<file path="config.mk">
export PLATFORM = sky130hd
export DESIGN_NAME = legv8_instr_encoder
export DESIGN_NICKNAME = d
export VERILOG_FILES = /design/src/rtl/legv8_pkg.sv /design/src/rtl/legv8_encode.sv /design/src/rtl/legv8_instr_encoder.sv
export SDC_FILE = /design/constraint.sdc
export NUM_CORES = 1
export LEC_CHECK = 0
export CORE_UTILIZATION = 40
export CTS_CLUSTER_SIZE = 20
export DETAILED_ROUTE_END_ITERATION = 6
export PLACE_DENSITY = 0.63
export SLEW_MARGIN = 20
export SYNTH_ARGS = -nofsm -noshare
export SYNTH_HDL_FRONTEND = slang
export SYNTH_SLANG_ARGS = --single-unit
</file>
<file path="constraint.sdc">
create_clock -name CLK -period 3.8 [get_ports CLK]
set_input_delay 0.76 -clock CLK [delete_from_list [all_inputs] [get_ports CLK]]
set_output_delay 0.76 -clock CLK [all_outputs]
set_load 0.01 [all_outputs]
</file>
<file path="src/rtl/legv8_pkg.sv">
// legv8_pkg: shared LEGv8 opcodes, op enum, field positions, immediate ranges
package legv8_pkg;
   typedef enum logic [2:0] {
      OP_LDUR, OP_STUR, OP_ADD, OP_SUB, OP_AND, OP_ORR, OP_CBZ, OP_B
   } op_t;
   localparam logic [10:0] OPC_LDUR = 11'b11111000010;
   localparam logic [10:0] OPC_STUR = 11'b11111000000;
   localparam logic [10:0] OPC_ADD  = 11'b10001011000;
   localparam logic [10:0] OPC_SUB  = 11'b11001011000;
   localparam logic [10:0] OPC_AND  = 11'b10001010000;
   localparam logic [10:0] OPC_ORR  = 11'b10101010000;
   localparam logic [7:0]  OPC_CBZ  = 8'b10110100;
   localparam logic [5:0]  OPC_B    = 6'b000101;
   localparam int OPC_LSB    = 21;
   localparam int CBOPC_LSB  = 24;
   localparam int BOPC_LSB   = 26;
   localparam int RM_LSB     = 16;
   localparam int SHAMT_LSB  = 10;
   localparam int DIMM_LSB   = 12;
   localparam int CBIMM_LSB  = 5;
   localparam int RN_LSB     = 5;
   localparam int RD_LSB     = 0;
   localparam int D_IMM_MIN  = -256;
   localparam int D_IMM_MAX  = 255;
   localparam int CB_IMM_MIN = -(1 << 18);
   localparam int CB_IMM_MAX = (1 << 18) - 1;
   typedef struct packed {
      logic [31:0] word;
      logic        err;
   } entry_t;
endpackage

</file>
<file path="src/rtl/legv8_encode.sv">
// legv8_encode: combinational {op, regs, imm} -> {32-bit word, range error}
// Ports: op/rd/rn/rm/shamt/imm in; word = packed instruction, err = imm overflowed its field.
module legv8_encode
   import legv8_pkg::*;
(
   input  op_t         op,
   input  logic [4:0]  rd,
   input  logic [4:0]  rn,
   input  logic [4:0]  rm,
   input  logic [5:0]  shamt,
   input  logic [25:0] imm,
   output logic [31:0] word,
   output logic        err
);
   logic [10:0] r_opc;
   logic [31:0] r_word, d_word, cb_word, b_word;
   logic        d_err, cb_err;
   always_comb begin
      r_opc   = op == OP_ADD ? OPC_ADD : op == OP_SUB ? OPC_SUB : op == OP_AND ? OPC_AND : OPC_ORR;
      r_word  = 32'(r_opc) << OPC_LSB | 32'(rm) << RM_LSB | 32'(shamt) << SHAMT_LSB
              | 32'(rn) << RN_LSB | 32'(rd) << RD_LSB;
      d_word  = 32'(op == OP_LDUR ? OPC_LDUR : OPC_STUR) << OPC_LSB | 32'(imm[8:0]) << DIMM_LSB
              | 32'(rn) << RN_LSB | 32'(rd) << RD_LSB;
      cb_word = 32'(OPC_CBZ) << CBOPC_LSB | 32'(imm[18:0]) << CBIMM_LSB | 32'(rd) << RD_LSB;
      b_word  = 32'(OPC_B) << BOPC_LSB | 32'(imm);
      d_err   = $signed(imm) < D_IMM_MIN || $signed(imm) > D_IMM_MAX;
      cb_err  = $signed(imm) < CB_IMM_MIN || $signed(imm) > CB_IMM_MAX;
      word    = op inside {OP_LDUR, OP_STUR} ? d_word : op == OP_CBZ ? cb_word : op == OP_B ? b_word : r_word;
      err     = op inside {OP_LDUR, OP_STUR} ? d_err : op == OP_CBZ ? cb_err : 1'b0;
   end
endmodule

</file>
<file path="src/rtl/legv8_instr_encoder.sv">
// legv8_instr_encoder: buffered LEGv8 encoder with 2-entry output FIFO and word-address tagging
// Ports: CLK/Reset; In* = request handshake and fields; Out* = encoded head word, its address and
// range-error flag; ErrSticky latches any emitted range error until Reset.
module legv8_instr_encoder
   import legv8_pkg::*;
#(
   parameter int ADDR_W = 8,
   parameter int BASE   = 0
) (
   input  logic              CLK,
   input  logic              Reset,
   input  logic              InValid,
   output logic              InReady,
   input  logic [2:0]        InOp,
   input  logic [4:0]        InRd,
   input  logic [4:0]        InRn,
   input  logic [4:0]        InRm,
   input  logic [5:0]        InShamt,
   input  logic [25:0]       InImm,
   output logic              OutValid,
   input  logic              OutReady,
   output logic [31:0]       OutInstr,
   output logic [ADDR_W-1:0] OutAddr,
   output logic              OutRangeErr,
   output logic              ErrSticky
);
   entry_t            enc, e0, e1;
   logic [1:0]        cnt, cnt_p, cnt_n;
   logic [ADDR_W-1:0] addr;
   logic              rdy, sticky, push, pop;
   legv8_encode u_enc (
      .op(op_t'(InOp)), .rd(InRd), .rn(InRn), .rm(InRm), .shamt(InShamt), .imm(InImm),
      .word(enc.word), .err(enc.err)
   );
   // cnt_p is occupancy after the pop, which decides where a same-cycle push lands
   assign push  = InValid && rdy;
   assign pop   = cnt != 2'd0 && OutReady;
   assign cnt_p = cnt - 2'(pop);
   assign cnt_n = cnt_p + 2'(push);
   always_ff @(posedge CLK) begin
      if (Reset) begin
         cnt    <= '0;
         e0     <= '0;
         e1     <= '0;
         addr   <= ADDR_W'(BASE);
         rdy    <= 1'b0;
         sticky <= 1'b0;
      end else begin
         cnt    <= cnt_n;
         e0     <= push && cnt_p == 2'd0 ? enc : pop ? e1 : e0;
         e1     <= push && cnt_p == 2'd1 ? enc : e1;
         addr   <= addr + ADDR_W'(pop);
         rdy    <= cnt_n < 2'd2;
         sticky <= sticky | (pop & e0.err);
      end
   end
   assign InReady     = rdy;
   assign OutValid    = cnt != 2'd0;
   assign OutInstr    = e0.word;
   assign OutRangeErr = e0.err;
   assign OutAddr     = addr;
   assign ErrSticky   = sticky;
endmodule

</file>
* After elaboration in Yosys (flattened, before gate mapping)
Index checks and enable logic that the tools add are counted.
Word-level totals: bits in registers 78, bits of input ports 54, output and inout bits 44, logic and storage cells 55
Cells by class: $add $sub $neg 3, $lt $le $gt $ge 5, equal/unequal tests 7, mux-type cells 11, bitwise gates (word level) 10, reduce and logical (&&, ||, !) cells 11
Operators by type and width (count):
- $mux W32 | 3
- $or A32 B5 Y32 | 3
- $mux W33 | 2
- $or A32 B10 Y32 | 2
- $or A32 B21 Y32 | 2
- $or A32 B16 Y32 | 1
- $gt A26 B19 Y1 const B | 1
- $gt A26 B9 Y1 const B | 1
- $lt A26 B19 Y1 const B | 1
- $lt A26 B9 Y1 const B | 1
- $mux W11 | 2
- $eq A3 B3 Y1 const B | 3
- $mux W9 | 1
- $add A8 B1 Y8 | 1
- $eq A3 B2 Y1 const B | 2
- $reduce_bool A2 Y1 | 3
- $logic_and A1 B1 Y1 | 4
- $eq A3 B1 Y1 const B | 1
- $logic_not A3 Y1 | 1
- $add A2 B1 Y2 | 1
- $eq A2 B1 Y1 const B | 1
- $logic_not A2 Y1 | 1
- $logic_or A1 B1 Y1 | 2
- $lt A2 B2 Y1 const B | 1
- other kinds (5) | 6

* Longest topological paths before layout
word-level depth 12, depth in mapped cells 11

* Hierarchy
From an unflattened synthesis, not the netlist that was laid out.
Second synthesis, totals: cell total of the unflattened synthesis 509, area total of the unflattened synthesis 4247.8 um^2
By module, submodules not included:
- legv8_instr_encoder | instances 1, cells each 379, area each 3379.5 um^2
- legv8_encode | instances 1, cells each 130, area each 868.3 um^2

* Worst setup path after synthesis
Ideal clock, no wire load.
path kind input to register, from in OutReady, to reg e0, in the netlist OutInstr[8], setup time 0.139 ns, arrival time 2.348 ns, data required time 3.661 ns, slack 1.313 ns, stages 10, buffers on the path 3, path through nand2_2 inv_2 buf_2 ha_1 inv_1 or3_4 buf_6 buf_12 nor2_2 a311oi_2
Between the ends: word-level cells in the longest chain between the ends 5, elaborated cells on any way between the ends 6, those cells by class add/sub: 1; mux: 1; reduce/logical: 4
RTL lines:
- start: declaration | RTL line legv8_instr_encoder.sv:21 | input logic OutReady,
- $logic_and A1 B1 Y1 (*) | RTL line legv8_instr_encoder.sv:37 | assign pop = cnt != 2'd0 && OutReady;
- $sub A2 B1 Y2 | RTL line legv8_instr_encoder.sv:38 | assign cnt_p = cnt - 2'(pop);
- $logic_not A2 Y1 | RTL line legv8_instr_encoder.sv:50 | e0 <= push && cnt_p == 2'd0 ? enc : pop ? e1 : e0;
- $logic_and A1 B1 Y1 | RTL line legv8_instr_encoder.sv:50
- $mux W33 / $reduce_bool A2 Y1 (equally long branches)
- end signal: assignment | RTL line legv8_instr_encoder.sv:50
- end: declaration | RTL line legv8_instr_encoder.sv:27 | entry_t enc, e0, e1;
Mark *: on every way between the ends. The rest lies on a longest branch, timed or not. A chain may end at the register's enable or synchronous reset.

* Worst setup path after layout
from in OutReady, to reg e1[27] in the netlist's numbering
Between the ends: word-level cells in the longest chain between the ends 4
RTL lines:
- $logic_and A1 B1 Y1 | RTL line legv8_instr_encoder.sv:37
- $sub A2 B1 Y2 | RTL line legv8_instr_encoder.sv:38
- $eq A2 B1 Y1 | RTL line legv8_instr_encoder.sv:51 | e1 <= push && cnt_p == 2'd1 ? enc : e1;
- $logic_and A1 B1 Y1 | RTL line legv8_instr_encoder.sv:51
- end signal: assignment | RTL line legv8_instr_encoder.sv:51
- end: declaration | RTL line legv8_instr_encoder.sv:27
Every way passes these cells.

==> flow_results.xml <==
<?xml version="1.0" encoding="UTF-8"?>
<metrics>
  <group name="grt">
    <metric name="global_route.peak_usage_layer" unit="">met2</metric>
    <metric name="grt.overflow.total" unit="">0</metric>
    <metric name="largest_net_degree_at_the_start_of_global_routing" unit="">54</metric>
    <metric name="global_route_track_usage_on_met2" unit="">0.350</metric>
    <metric name="number_of_global_route_vias_before_repair" unit="">3543</metric>
    <metric name="use_met1" unit="">0.292</metric>
    <metric name="grt_use_met3" unit="">0.0319</metric>
    <metric name="number_of_antenna_violations_at_the_first_check_in_global_routing" unit="">0</metric>
    <metric name="groute.usage.overall" unit="">0.216</metric>
    <metric name="first_pass_grt_wire_length" unit="um">17500</metric>
  </group>
  <group name="final_layout">
    <metric name="antennaDiodeCount" unit="">0</metric>
    <metric name="syn2layout_area_growth" unit="%">29.2</metric>
    <metric name="final_area" unit="um^2">5250</metric>
    <metric name="nNetsFinal" unit="">621</metric>
    <metric name="drive_above_1_share" unit="">0.100</metric>
  </group>
  <group name="routing">
    <metric name="ant_nets" unit="">0</metric>
    <metric name="num_vias" unit="">3725</metric>
    <metric name="detailedRoute.firstIterationViolations" unit="">140</metric>
    <metric name="drt-pass1-iter-count" unit="">4</metric>
    <metric name="drcViolationCount" unit="">0</metric>
    <metric name="finalWirelength" unit="um">11100</metric>
    <metric name="wirelength_per_cell" unit="um">15.9</metric>
    <metric name="post_drt_via_cell_ratio" unit="">5.31</metric>
  </group>
  <group name="critical_path">
    <metric name="critPathMostFrequentCell" unit="">nor2_1</metric>
    <metric name="cp_data_arrival_time" unit="ns">2.78</metric>
    <metric name="critical_path.top_delay_family" unit="">simple AND/OR/NAND/NOR gates</metric>
    <metric name="worstSetupPathType" unit="">in2reg</metric>
    <metric name="cp_slowest_stage_delay" unit="ns">0.62</metric>
    <metric name="crit_path_top_delay_cell" unit="">or3_1</metric>
    <metric name="endpoint_kind" unit="">flip-flop</metric>
    <metric name="cp.required" unit="ns">4.00</metric>
    <metric name="critPathLaunchType" unit="">primary input</metric>
    <metric name="crit_fanout" unit="">21</metric>
    <metric name="cell_by_cell_trace_of_the_critical_path" unit="">clkdlybuf4s50_1 &gt; nand2_2 &gt; inv_2 &gt; ha_1 &gt; xor2_2 &gt; or3_1 &gt; nor2_1 &gt; a21oi_1 &gt; nor2_1</metric>
    <metric name="crit_buf_inv" unit="">2</metric>
  </group>
  <group name="timing">
    <metric name="setup_skew" unit="ns">0.00578</metric>
    <metric name="fin_crit" unit="ns">2.58</metric>
    <metric name="setup_viol_count_final" unit="">0</metric>
    <metric name="timing.fmax" unit="GHz">0.388</metric>
    <metric name="max-slew-margin-rel" unit="">0.291</metric>
    <metric name="worst-slew-pin-transition" unit="ns">1.06</metric>
    <metric name="finalCritPeriodShare" unit="">0.679</metric>
    <metric name="timing_max_transition_violations_final" unit="">0</metric>
    <metric name="final_hold_fails" unit="">0</metric>
    <metric name="grt_setup_unrepaired" unit="">false</metric>
    <metric name="finalSetupTns" unit="ns">0</metric>
  </group>
  <group name="cts">
    <metric name="number_of_buffers_on_the_longest_clock_path" unit="">2</metric>
    <metric name="maximum_level_of_the_cts_h_tree" unit="">3</metric>
    <metric name="post-cts-setup-buffers" unit="">0</metric>
    <metric name="clock-root-buffer" unit="">clkbuf_8</metric>
    <metric name="clkTransAtPathRegs" unit="ns">0.09</metric>
    <metric name="holdBufCountCts" unit="">0</metric>
    <metric name="tritoncts.num_buffers" unit="">9</metric>
    <metric name="post_cts_resized" unit="">0</metric>
    <metric name="cts_sinks" unit="">78</metric>
    <metric name="tritoncts_clock_tree" unit="">yes</metric>
    <metric name="worst_skew_pair.late_latency" unit="ns">0.34</metric>
  </group>
  <group name="power">
    <metric name="peakVddDrop" unit="uV">676</metric>
    <metric name="internal_power" unit="W">0.00185</metric>
    <metric name="power.density" unit="nW/um^2">553</metric>
    <metric name="swShare" unit="">0.365</metric>
    <metric name="static-leakage-power" unit="nW">2.05</metric>
    <metric name="total_switching_power" unit="W">0.00106</metric>
    <metric name="comb_power_share" unit="">0.407</metric>
    <metric name="power.share.clock" unit="">0.225</metric>
    <metric name="relative_contribution_of_sequential_cells_to_total_power" unit="">0.369</metric>
    <metric name="post-layout-total-power" unit="W">0.00291</metric>
  </group>
  <group name="yosys">
    <metric name="synthesis.yosys.warnings" unit="">0</metric>
    <metric name="synthesis.area_per_instance" unit="um^2">8.40</metric>
    <metric name="seq_area_frac_synth" unit="">0.384</metric>
    <metric name="post-synth-top-area-fraction" unit="">0.384</metric>
    <metric name="postSynthRegisterBits" unit="">78</metric>
    <metric name="ys_async_sr_fraction" unit="">0</metric>
    <metric name="netlist_instances" unit="">484</metric>
    <metric name="synthTopCellsByArea" unit="">dfxtp_1, nand2_1, mux2i_1, a211oi_1, nor2_1</metric>
    <metric name="synthDominantAreaCellType" unit="">dfxtp_1</metric>
    <metric name="synthesis.nets" unit="">542</metric>
    <metric name="yosysUniqueCellTypes" unit="">47</metric>
    <metric name="synth_enable_flop_cells" unit="">0</metric>
    <metric name="syn_area" unit="um^2">4070</metric>
    <metric name="synth_flop_cell" unit="">dfxtp_1</metric>
  </group>
  <group name="die">
    <metric name="floorplan.die.width" unit="um">103</metric>
    <metric name="initial_core_util" unit="">0.414</metric>
    <metric name="rows" unit="">36</metric>
    <metric name="floorplan_die_area" unit="um^2">10600</metric>
    <metric name="core-area" unit="um^2">9820</metric>
    <metric name="die-height" unit="um">103</metric>
    <metric name="design.portCount" unit="">98</metric>
  </group>
  <group name="place">
    <metric name="place.detailed.hpwl" unit="um">7700</metric>
    <metric name="routability_congestion" unit="">0.825</metric>
    <metric name="place.port_buffers" unit="">97</metric>
    <metric name="placedInstanceArea" unit="um^2">5050</metric>
  </group>
  <group name="outcome">
    <metric name="outcome" unit="">finished clean</metric>
  </group>
  <group name="worst_hold_path">
    <metric name="hold_path.class" unit="">reg2reg</metric>
  </group>
  <group name="job">
    <metric name="maxCapViolCount" unit="">0</metric>
  </group>
</metrics>
## cell usage after synthesis, types with 13 or more instances
library cell / instances
a211oi_1: 32
a21o_1: 17
a21oi_1: 22
and3_1: 13
buf_2: 14
dfxtp_1: 78
mux2i_1: 31
nand2_1: 90
nor2_1: 41
nor2b_1: 14
o21ai_0: 13
## final timing paths
path	startpoint	endpoint	slack [ns]	depth (start not counted)
setup / recovery	OutReady	e1[27]	1.22	9
hold / removal	e1[31]	e1[31]	0.46	2
setup reg to reg	cnt[1]	OutInstr[24]	1.39	8
hold reg to reg	e1[31]	e1[31]	0.46	2
## cell type report
type | instances | area (um^2)
Clock buffer | 9 | 124
Clock inverter | 7 | 82.6
Fill cell | 996 | 4570
Inverter | 5 | 18.8
Multi-Input combinational cell | 361 | 2250
Sequential cell | 78 | 1560
Tap cell | 133 | 166
Timing Repair Buffer | 108 | 1050
## per-stage QoR
step	worst slack, ns	hold slack [ns]	instances	utilization
3_3_place_gp	0.922	0.444	685	0.514
3_5_place_dp	0.830	0.451	685	0.514
2_1_floorplan	1.31	0.437	484	-
6_report	1.22	0.463	701	0.535
5_1_grt	1.01	0.475	701	0.535
4_1_cts	1.22	0.463	701	0.535
## cell families after synthesis
kind of cell	Yosys count	share of synthesized area
AO/OA/AOI/OAI	107	0.195
XOR/XNOR	10	0.0234
adder cells (fa/ha/maj)	4	0.0123
buffers and inverters	45	0.0619
flip-flops	78	0.384
multiplexers	33	0.0819
AND/OR/NAND/NOR	207	0.241
## worst reg2reg max path, delay by kind of cell (launching register included)
family / cells / cell delay (ns)
flops: 1 / 0.34
simple gates: 4 / 1.28
compound gates: 1 / 0.23
buf+inv: 2 / 0.14
fa+ha+maj: 1 / 0.33
## cells in the final DEF, fill, tap and decap left out, types with 5 or more instances in the layout
cell,instances
buf_4,11
and3_1,13
a21o_1,17
a21oi_1,22
mux2i_1,31
nor2b_1,14
nor3b_1,8
dfxtp_1,78
nor2_1,41
nand2_1,90
o21ai_0,13
xnor2_1,5
clkdlybuf4s50_1,96
a311oi_1,6
nor3_1,12
a211oi_1,32
a311oi_2,7
nor2_2,7
clkbuf_8,9
## sequential cells by signal, indices dropped and copies added (netlist names)
register / cells
ErrSticky: 1
OutAddr: 8
InReady: 1
OutInstr: 32
OutRangeErr: 1
e1: 33
cnt: 2
## power by group through the flow
stage	clock network (W)	logic [W]	registers, W
5_1_grt	0.000703	0.00129	0.00109
3_3_place_gp	0	0.00116	0.00109
3_5_place_dp	0	0.00119	0.00109
6_report	0.000653	0.00118	0.00107
4_1_cts	0.000665	0.00119	0.00107
2_1_floorplan	0	0.000730	0.00112
## per-layer routing
| layer | wire (um) | part of all wire | vias up |
|---|---|---|---|
| met5 | 0 | 0 | - |
| met4 | 166 | 0.015 | 0 |
| met3 | 536 | 0.048 | 12 |
| met2 | 5160 | 0.46 | 93 |
| met1 | 5270 | 0.47 | 1754 |
| li1 | - | - | 1866 |
No activity file was read; power rests on OpenSTA's default activity.
